===== config.mk =====
export PLATFORM = sky130hd
export DESIGN_NAME = vga_timing_gen
export DESIGN_NICKNAME = d
export VERILOG_FILES = /design/src/rtl/vga_timing_gen.sv
export SDC_FILE = /design/constraint.sdc
export NUM_CORES = 1
export LEC_CHECK = 0
export ABC_AREA = 1
export BUFFER_PORTS_ARGS = -buffer_cell sky130_fd_sc_hd__buf_2
export CELL_PAD_IN_SITES_DETAIL_PLACEMENT = 1
export CELL_PAD_IN_SITES_GLOBAL_PLACEMENT = 2
export CORE_MARGIN = 10
export CORE_UTILIZATION = 33
export DETAILED_ROUTE_END_ITERATION = 8
export PLACE_DENSITY_LB_ADDON = 0.1
export SLEW_MARGIN = 30
export SYNTH_ARGS = -nofsm -noshare
export SYNTH_HDL_FRONTEND = slang
export SYNTH_SLANG_ARGS = --single-unit

===== constraint.sdc =====
create_clock -name clk -period 4.5 [get_ports clk]
set_input_delay 0.45 -clock clk [delete_from_list [all_inputs] [get_ports clk]]
set_output_delay 0.45 -clock clk [all_outputs]
set_load 0.02 [all_outputs]

===== src/rtl/vga_timing_gen.sv =====
// VGA raster timing: pixel-rate divider, hcount/vcount raster counters, horizontal/vertical
// phase FSMs, and registered sync, visible-area, line/frame strobes and a frame counter.
module vga_timing_gen #(
   parameter int   CLK_DIV   = 2,
   parameter int   H_VISIBLE = 640,
   parameter int   H_FRONT   = 16,
   parameter int   H_SYNC    = 96,
   parameter int   H_BACK    = 48,
   parameter int   V_VISIBLE = 480,
   parameter int   V_FRONT   = 10,
   parameter int   V_SYNC    = 2,
   parameter int   V_BACK    = 33,
   parameter logic SYNC_POL  = 1'b0
) (
   input  logic        clk,
   input  logic        reset,
   output logic        pix_tick,
   output logic [9:0]  hcount,
   output logic [9:0]  vcount,
   output logic        hsync,
   output logic        vsync,
   output logic        video_on,
   output logic        line_start,
   output logic        frame_start,
   output logic [15:0] frame_count
);

   localparam int H_TOTAL = H_VISIBLE + H_FRONT + H_SYNC + H_BACK;
   localparam int V_TOTAL = V_VISIBLE + V_FRONT + V_SYNC + V_BACK;
   localparam int DIV_W   = (CLK_DIV > 1) ? $clog2(CLK_DIV) : 1;

   localparam logic [DIV_W-1:0] DIV_LAST = DIV_W'(CLK_DIV - 1);
   localparam logic [9:0] H_ACT_END = 10'(H_VISIBLE - 1);
   localparam logic [9:0] H_FP_END  = 10'(H_VISIBLE + H_FRONT - 1);
   localparam logic [9:0] H_SY_END  = 10'(H_VISIBLE + H_FRONT + H_SYNC - 1);
   localparam logic [9:0] H_LAST    = 10'(H_TOTAL - 1);
   localparam logic [9:0] V_ACT_END = 10'(V_VISIBLE - 1);
   localparam logic [9:0] V_FP_END  = 10'(V_VISIBLE + V_FRONT - 1);
   localparam logic [9:0] V_SY_END  = 10'(V_VISIBLE + V_FRONT + V_SYNC - 1);
   localparam logic [9:0] V_LAST    = 10'(V_TOTAL - 1);

   localparam logic SYNC_ON  = SYNC_POL;
   localparam logic SYNC_OFF = ~SYNC_POL;

   typedef enum logic [1:0] {H_ACT, H_FP, H_SY, H_BP} h_state_t;
   typedef enum logic [1:0] {V_ACT, V_FP, V_SY, V_BP} v_state_t;

   h_state_t          h_state_q, h_state_d;
   v_state_t          v_state_q, v_state_d;
   logic [DIV_W-1:0]  div_q, div_d;
   logic              tick_q, tick_d;
   logic [9:0]        h_q, h_d;
   logic [9:0]        v_q, v_d;
   logic [15:0]       fc_q, fc_d;
   logic              hsync_q, vsync_q, video_q, ls_q, fs_q;
   logic              h_wrap, v_wrap;

   always_comb begin
      div_d     = (div_q == DIV_LAST) ? '0 : div_q + 1'b1;
      tick_d    = (div_q == DIV_LAST);
      h_wrap    = tick_q && (h_q == H_LAST);
      v_wrap    = h_wrap && (v_q == V_LAST);
      h_d       = h_q;
      v_d       = v_q;
      fc_d      = fc_q;
      h_state_d = h_state_q;
      v_state_d = v_state_q;

      if (tick_q) h_d = h_wrap ? 10'd0 : h_q + 1'b1;
      if (h_wrap) v_d = v_wrap ? 10'd0 : v_q + 1'b1;
      if (v_wrap) fc_d = fc_q + 1'b1;

      // Phase transitions fire on the same edge the counter crosses each boundary.
      if (tick_q) begin
         case (h_state_q)
            H_ACT:   if (h_q == H_ACT_END) h_state_d = H_FP;
            H_FP:    if (h_q == H_FP_END)  h_state_d = H_SY;
            H_SY:    if (h_q == H_SY_END)  h_state_d = H_BP;
            H_BP:    if (h_q == H_LAST)    h_state_d = H_ACT;
            default: h_state_d = H_ACT;
         endcase
      end
      if (h_wrap) begin
         case (v_state_q)
            V_ACT:   if (v_q == V_ACT_END) v_state_d = V_FP;
            V_FP:    if (v_q == V_FP_END)  v_state_d = V_SY;
            V_SY:    if (v_q == V_SY_END)  v_state_d = V_BP;
            V_BP:    if (v_q == V_LAST)    v_state_d = V_ACT;
            default: v_state_d = V_ACT;
         endcase
      end
   end

   always_ff @(posedge clk) begin
      if (reset) begin
         div_q     <= '0;
         tick_q    <= 1'b0;
         h_q       <= '0;
         v_q       <= '0;
         fc_q      <= '0;
         h_state_q <= H_ACT;
         v_state_q <= V_ACT;
         hsync_q   <= SYNC_OFF;
         vsync_q   <= SYNC_OFF;
         video_q   <= 1'b0;
         ls_q      <= 1'b0;
         fs_q      <= 1'b0;
      end else begin
         div_q     <= div_d;
         tick_q    <= tick_d;
         h_q       <= h_d;
         v_q       <= v_d;
         fc_q      <= fc_d;
         h_state_q <= h_state_d;
         v_state_q <= v_state_d;
         // Decodes use next-state values so they line up with the counters they describe.
         hsync_q   <= (h_state_d == H_SY) ? SYNC_ON : SYNC_OFF;
         vsync_q   <= (v_state_d == V_SY) ? SYNC_ON : SYNC_OFF;
         video_q   <= (h_state_d == H_ACT) && (v_state_d == V_ACT);
         ls_q      <= h_wrap;
         fs_q      <= v_wrap;
      end
   end

   assign pix_tick    = tick_q;
   assign hcount      = h_q;
   assign vcount      = v_q;
   assign hsync       = hsync_q;
   assign vsync       = vsync_q;
   assign video_on    = video_q;
   assign line_start  = ls_q;
   assign frame_start = fs_q;
   assign frame_count = fc_q;

endmodule


# == Word level (Yosys, flattened, before mapping) ==
# Cells that the tools add are included.
# totals
ff_bits,47
latch_bits,0
ram_bits,0
romBits,0
inputBits,2
n_memories,0
# op_classes
n_addsub,4
mul,0
n_div,0
order_cmp,0
n_eq_ne,16
shift,0
mux,16
bitwise,0
n_reduce_logical,8
# op_table
cell,n
"== test 10 bit, second input constant",5
"== test 10 x 9 -> 1 bit, second input constant",3
"adder 10 x 1 -> 10 bit, second input constant",2
two-way mux 10 bit,2
two-way mux 2 bit,10
"adder 16 x 1 -> 16 bit, second input constant",1
one-hot mux 2 bit (4 select lines),2
"== test 2 bit, second input constant",6
logical NOT 2 bit,4
"== test 2 x 1 -> 1 bit, second input constant",2
logical AND 1 bit,3
two-way mux 1 bit,2
OR reduction 2 bit,1
"adder 1 bit, second input constant",1

# == Logic depth before layout (Yosys ltp) ==
# Gate-level depths: netlist (run 1).
# logic_depth
word_depth,6
ltp_mapped,11
mapped_depth_nobuf,11

# == Worst setup path before layout (run 1) ==
# No wires, ideal clock.
# synth_path
kind,register -> register
startpoint,reg h_q[1] (netlist: hcount[1])
endpoint,reg fc_q[2] (netlist: frame_count[2])
setup_ps,118
arrival_time_ps,1490
required_time_ps,4382
path_slack_ps,2893
stages_incl_launch_ff,9
n_path_buf,0
cell_sequence,dfxtp_1 > ha_1 > nand2_2 > nor2_4 > nand4_2 > nor2_8 > nand3_1 > o21ai_0 > nor2_1
# synth_between
elab_chain_cells,3
# synth_lines
element,line,source
from (decl),52,"logic [9:0] h_q, h_d;"
from (signal assigned),98,h_q <= '0;
from (signal assigned),111,h_q <= h_d;
== test 10 bit,61,h_wrap = tick_q && (h_q == H_LAST);
logical AND 1 bit,61,
logical AND 1 bit,62,v_wrap = h_wrap && (v_q == V_LAST);
to (signal assigned),100,fc_q <= '0;
to (signal assigned),113,fc_q <= fc_d;
to (decl),54,"logic [15:0] fc_q, fc_d;"
# Every way passes these cells.
# A chain may end at the register's enable or synchronous reset.

# == Worst setup path in the final report (run 1) ==
# layout_path
startpoint,reg v_q[0] (netlist: vcount[0])
endpoint,reg v_q[4] (netlist: vcount[4])
# layout_between
elab_chain_cells,3
# layout_lines
element,line,source
from (decl),53,"logic [9:0] v_q, v_d;"
from (signal assigned),112,v_q <= v_d;
branches (longest 2 deep; another with adder 10 x 1 -> 10 bit),--,
two-way mux 10 bit (*),70,if (h_wrap) v_d = v_wrap ? 10'd0 : v_q + 1'b1;
# Mark *: on every way between the ends.

==> qor.txt, run 1 <==
Setup CP Type: flop to flop
Initial Util: 33.86%
initial antenna violation count: 0
routed wire length: 7643 um
CTS Buffer Depth: 2
R2R Setup Slk: 2710 ps
Worst-Margin Slew: 490.1 ps
Post-synth ARST share: 0%
TritonCTS Buffers: 5
skew final: 5.964 ps
mapped cell area: 2616 um2
Synth Area per Inst: 6.903 um2
Skew-Pair Late Insertion Delay: 300 ps
Root Buffer: clkbuf_8
share of the synthesized area in the top cell type: 35.96%
fin crit share: 39.71%
Reg-to-Reg End: vcount[4]
final-report hold violation count: 0
total power: 758.8 uW
diode count: 0
core area: 7727 um2
Top FF cell, synth: dfxtp_1
slowest CP cell: dfxtp_1
I/O Buffers: 43
status: finished clean
Seq cells post-synth: 47
Setup crit end kind: flop
vias in the first global route: 2676
Post-CTS Resized: 0
RSZ-0062 raised after global routing: false
worst r2r path cells: 9
first drt pass iteration count: 4
non-filler cells, final: 528
routed vias/inst: 4.847
chip width: 109.0 um
Pins Over Slew Limit: 0
crit-path max FO: 9
CTS Sinks: 47
area leader, netlist: dfxtp_1
crit-path cells: inv_1 > ha_1 > nand3_2 > nor2_2 > nand2_4 > nor2_8 > nor2_4 > o21ai_0 > a21oi_1
worst r2r src: vcount[0]
register area: 940.9 um2
DIE HEIGHT: 109.0 um
multi-input logic area: 1465 um2
Layout area overhead: 16.60%
pre-CTS setup slack: 2542 ps
H-tree lvl count: 2
hold-critical path depth: 1
DR vias: 2559
drt wl/cell: 14.48 um
Overflow after GRT: 0
Setup crit start kind: flop
Iteration-0 DRC Markers: 80
Ys Warns: 0
Power Dens Cells: 248.8 nW/um2
worst hold path class: flop to flop
number of max-cap violations: 0
Tot GR Track Use: 13.83%
max_slew headroom: 67.33%
Setup Fix Bufs, Post-CTS: 0
first-pass GRT wire length: 13230 um
I/O pin count: 44
Gate Count Post-Synth: 379
Post-synth EDFFs: 0
fillers: 1018
cts hold-fix bufs: 0
Data required, critical path: 4730 ps
setup slack after layout: 2713 ps
Worst VDD drop: 167.0 uV
Period minus WS final: 1787 ps
fmax: 559.6 MHz
Synth Net Count: 386
CTS tree: done
fin util: 39.48%
DP HPWL: 6178 um
sequential-to-total area share from yosys stat: 35.96%
Final setup viols: 0
final net count: 432
Die ar.: 11890 um2
layout cells sized above 1: 22.07%
RD Place Congestion: 0.7849
Area contributors post-synth: dfxtp_1, nand2_1, nor2_1, inv_1, nand3_1
# DRC: 0
HP Start: div_q
WP data arrival: 2020 ps
Fin Setup TNS: 0 ps
Placed Cells: 520
Distinct cells, synth: 40
largest net degree at the start of global routing: 22
Core Rows: 32
Worst-path clk slew: 90 ps
Pleak: 0.001314 uW
end of the worst hold path: div_q
Final ANT Viol Nets: 0
CP peak stage delay: 490 ps
Yosys cell counts (2+ instances only):
library cell	n
nor2_2	11
xor2_1	2
buf_2	2
nor3_2	4
nand2_2	5
a21oi_1	24
and2_1	2
nand2_4	2
nand3b_1	3
o21ai_0	11
nand4_1	11
inv_1	41
nand3_1	25
inv_2	6
nor2_1	50
nor3b_1	3
nand2_1	88
nor2_4	5
dfxtp_1	47
ha_1	5
nor3_1	11
nand3_2	3
critical path: cells and delay by family, from the launching register on:
kind / cells / cell delay (ps)
DFF: 1 / 490
and+or+nand+nor: 5 / 600
AOI/OAI and AO/OA: 2 / 270
adders and majority gates: 1 / 240
buffers and inverters: 1 / 130
worst max-delay path by stage:
stage | from | end | slack [ps]
final | vcount[0] | vcount[4] | 2710
after CTS | vcount[0] | vcount[4] | 2650
after floorplan | hcount[1] | frame_count[2] | 2890
after global routing | vcount[0] | vcount[4] | 2490
after global placement | reset | vcount[1] | 2650
after detailed placement | reset | vcount[1] | 2540
per-stage QoR:
| step | area (um2) | hold slack, ps |
|---|---|---|
| 6_report | 3050 | 424.8 |
| 5_1_grt | 3050 | 450.9 |
| 4_1_cts | 3050 | 427.2 |
| 3_5_place_dp | 2938 | 412.6 |
| 3_3_place_gp | 2938 | 399.9 |
| 2_1_floorplan | 2616 | 392.5 |
power by group:
group	internal, uW	switching, uW	leakage, uW	total, uW
clock network	166	151	0.0000581	316
registers	418	3.20	0.000380	422
logic	5.57	15.4	0.000876	21.0
total	590	169	0.00131	759
flip-flops by register name (all words and copies together) (netlist names):
| register | count |
|---|---|
| line_start | 1 |
| video_on | 1 |
| vsync | 1 |
| div_q | 1 |
| v_state_q | 2 |
| hcount | 10 |
| vcount | 10 |
| hsync | 1 |
| frame_count | 16 |
| h_state_q | 2 |
| pix_tick | 1 |
| frame_start | 1 |
cell type report:
type / count / area share (%)
Sequential cell: 47 / 30.84
Clock buffer: 5 / 2.256
Tap cell: 102 / 4.184
Clock inverter: 3 / 1.436
Inverter: 49 / 6.194
Timing Repair Buffer: 43 / 7.055
Multi-Input combinational cell: 279 / 48.03
cell usage in the layout, fill, tap and decap left out, types with 24 or more instances in the layout:
cell,count
a21oi_1,24
buf_2,43
dfxtp_1,47
inv_1,41
nand2_1,88
nand3_1,25
nor2_1,50
routing by layer:
| metal | wire length (um) | up-vias | part of all wire, % | track usage, % |
|---|---|---|---|---|
| met5 | 0 | - | 0 | 0 |
| met4 | 55 | 0 | 0.72 | 2.825 |
| met3 | 476 | 4 | 6.2 | 3.599 |
| met2 | 3413 | 47 | 45 | 22.84 |
| met1 | 3698 | 1196 | 48 | 17.73 |
| li1 | - | 1312 | - | - |
logic make-up (layout without fill, tap and decap cells):
group                    count (synthesis)  count (layout)  share of synthesized area (%)
buffers and inverters                   53             100                          8.034
flip-flops                              47              47                          35.96
XOR/XNOR                                 3               3                          1.004
AO/OA/AOI/OAI                           42              42                          8.944
adder cells (fa/ha/maj)                  5               5                          2.391
AND/OR/NAND/NOR                        229             229                          43.66
Power figures use the tool's default switching activity.
==> run 2: changes to the inputs <==
Settings changed: ABC_AREA 1 to 0, CORE_UTILIZATION 33 to 32.
Clock period 4.5 ns to 1.7 ns, I/O delays scaled along.
==> run 2 against run 1 <==
Against the previous run: area after synthesis down 14%; critical path depth down 3; clock skew up 0.55 ps; register-to-register slack worse by 3000 ps; final area up 4.7%; via count down 18%; cell count down 17%; clock-buffer cell count up 2; sequential share of layout area down 0.68 points; combinational power rose to 2.6 times the previous value; the flow now finishes with violations (setup timing); hold slack worse by 210 ps; flip-flop and latch count unchanged; largest cell class unchanged.
==> qor.txt, run 2 <==
CTS Sinks: 47
number of max-cap violations: 0
Setup crit start kind: flop
routed vias/inst: 4.821
Synth Net Count: 265
DIE HEIGHT: 103.9 um
most frequent cells in the layout: buf_2, nor2_1, buf_4, dfxtp_1, xnor2_1
RSZ-0062 raised after global routing: true
area leader, netlist: dfxtp_1
Post-synth ARST share: 0%
Worst VDD drop: 336.5 uV
fin crit share: 116.2%
Overflow after GRT: 0
diode count: 0
drt wl/cell: 14.77 um
Core Rows: 30
final-report hold violation count: 0
vias in the first global route: 2186
Root Buffer: clkbuf_8
initial antenna violation count: 0
Worst-path clk slew: 90 ps
Die ar.: 10790 um2
skew final: 6.512 ps
multi-input logic area: 1383 um2
mapped cell area: 2252 um2
register area: 963.4 um2
chip width: 103.9 um
I/O Buffers: 43
Iteration-0 DRC Markers: 22
TritonCTS Buffers: 5
Tot GR Track Use: 11.85%
layout cells sized above 1: 40.00%
I/O pin count: 44
Setup CP Type: flop to flop
failing checks: setup timing
setup slack after layout: -275.8 ps
Data required, critical path: 1890 ps
DP HPWL: 4815 um
fmax: 506.1 MHz
Ys Warns: 0
final net count: 346
H-tree lvl count: 2
hold-critical path depth: 2
Fin Setup TNS: -4759 ps
Min Hold Slack: 217.4 ps
DR vias: 2102
routed wire length: 6441 um
Gate Count Post-Synth: 258
Worst-Margin Slew: 321.7 ps
# DRC: 0
count leader, synth: dfxtp_1
Skew-Pair Late Insertion Delay: 300 ps
Period minus WS final: 1976 ps
Area contributors post-synth: dfxtp_1, xnor2_1, nor2_1, nand4_1, xor2_1
Distinct cells, synth: 43
status: finished with violations
Power Dens Cells: 588.1 nW/um2
fillers: 847
RD Place Congestion: 0.7337
Top FF cell, synth: dfxtp_1
Seq cells post-synth: 47
Pleak: 0.001370 uW
Pins Over Slew Limit: 0
largest net degree at the start of global routing: 18
Setup crit end kind: flop
most common cell after layout, fill and taps aside: buf_2
max reg flops: 16
worst hold path class: input pin to flop
Initial Util: 32.97%
crit-path max FO: 14
sequential-to-total area share from yosys stat: 41.78%
Post-synth EDFFs: 0
CTS tree: done
share of the synthesized area in the top cell type: 41.78%
worst r2r path cells: 6
max_slew headroom: 78.55%
Synth Area per Inst: 8.729 um2
first drt pass iteration count: 4
pre-CTS setup slack: -346.4 ps
CTS Buffer Depth: 2
core area: 6832 um2
first-pass GRT wire length: 10920 um
WP data arrival: 2170 ps
top cells by count, synth: dfxtp_1, nor2_1, xnor2_1
Final setup viols: 28
Layout area overhead: 41.83%
Final ANT Viol Nets: 0
## run 2: changes by cell type in the layout (fill, tap and decap cells not counted), sizes merged, moves of 8 or more
cell,delta
a21oi,-17
buf,+45
inv,-38
nand2,-83
nand3,-17
nor2,-24
o21ai,-9
xnor2,+18
xor2,+8
## run 2: metal layers
metal / GRT usage [%] / vias up / wire [um]
met3: 3.656 / 7 / 303
met5: 0 / - / 0
met4: 3.479 / 0 / 82
met2: 18.69 / 31 / 3000
met1: 15.09 / 1010 / 3054
li1: - / 1054 / -
## run 2: metrics by stage
step | std cells | total power, uW | utilization, % | area (um2)
after global placement | 426 | 1185 | 42.67 | 2915
after CTS | 435 | 1901 | 45.70 | 3122
after detailed placement | 426 | 1186 | 42.67 | 2915
after floorplan | 258 | 1164 | - | 2321
final | 436 | 1878 | 46.76 | 3194
after global routing | 436 | 1964 | 46.76 | 3194
## run 2: power by group
group          internal [uW]  switching (uW)  leakage [uW]  total (uW)
clock                    329             389     0.0000482         719
sequential              1100            4.41      0.000385        1100
combinational           19.6            35.3      0.000937        54.8
total                   1450             429       0.00137        1880
## run 2: cell families (layout without fill, tap and decap cells)
group | count (synthesis) | count (layout) | synth area share, %
xor gates and xnor gates | 29 | 29 | 11.28
muxes | 3 | 3 | 1.333
AOI/OAI and AO/OA | 21 | 21 | 6.445
DFF | 47 | 47 | 41.78
and+or+nand+nor | 129 | 129 | 31.61
buffers and inverters | 24 | 106 | 4.778
adders and majority gates | 5 | 5 | 2.778
## run 2: cell type report
cell class / instances / area share, %
Multi-Input combinational cell: 187 / 43.28
Sequential cell: 47 / 30.16
Timing Repair Buffer: 89 / 18.72
Tap cell: 96 / 3.760
Clock buffer: 7 / 2.703
Inverter: 9 / 1.214
Clock inverter: 1 / 0.1567
## run 2: critical path: stages, from the launching register on
cell	delay, ps
dfxtp_4	350
or3_1	350
or4_4	430
buf_6	200
nor4_2	320
xnor2_1	150
nor2_1	60
## run 2: timing repair
action                                  CTS  global route
pin swaps                                 2             9
endpoints found under the setup margin   38            39
endpoints found under the hold margin     0             0
buffers inserted                          1             0
hold buffers                              0             0
gates resized for setup                  21            10
gates cloned                              0             1
## run 2: path summary, 6_finish.rpt
path / start / slack [ps] / end
setup reg to reg: vcount[5] / -280 / frame_count[12]
setup / recovery: vcount[5] / -280 / frame_count[12]
hold / removal: reset / 220 / vcount[1]
hold reg to reg: div_q / 420 / div_q
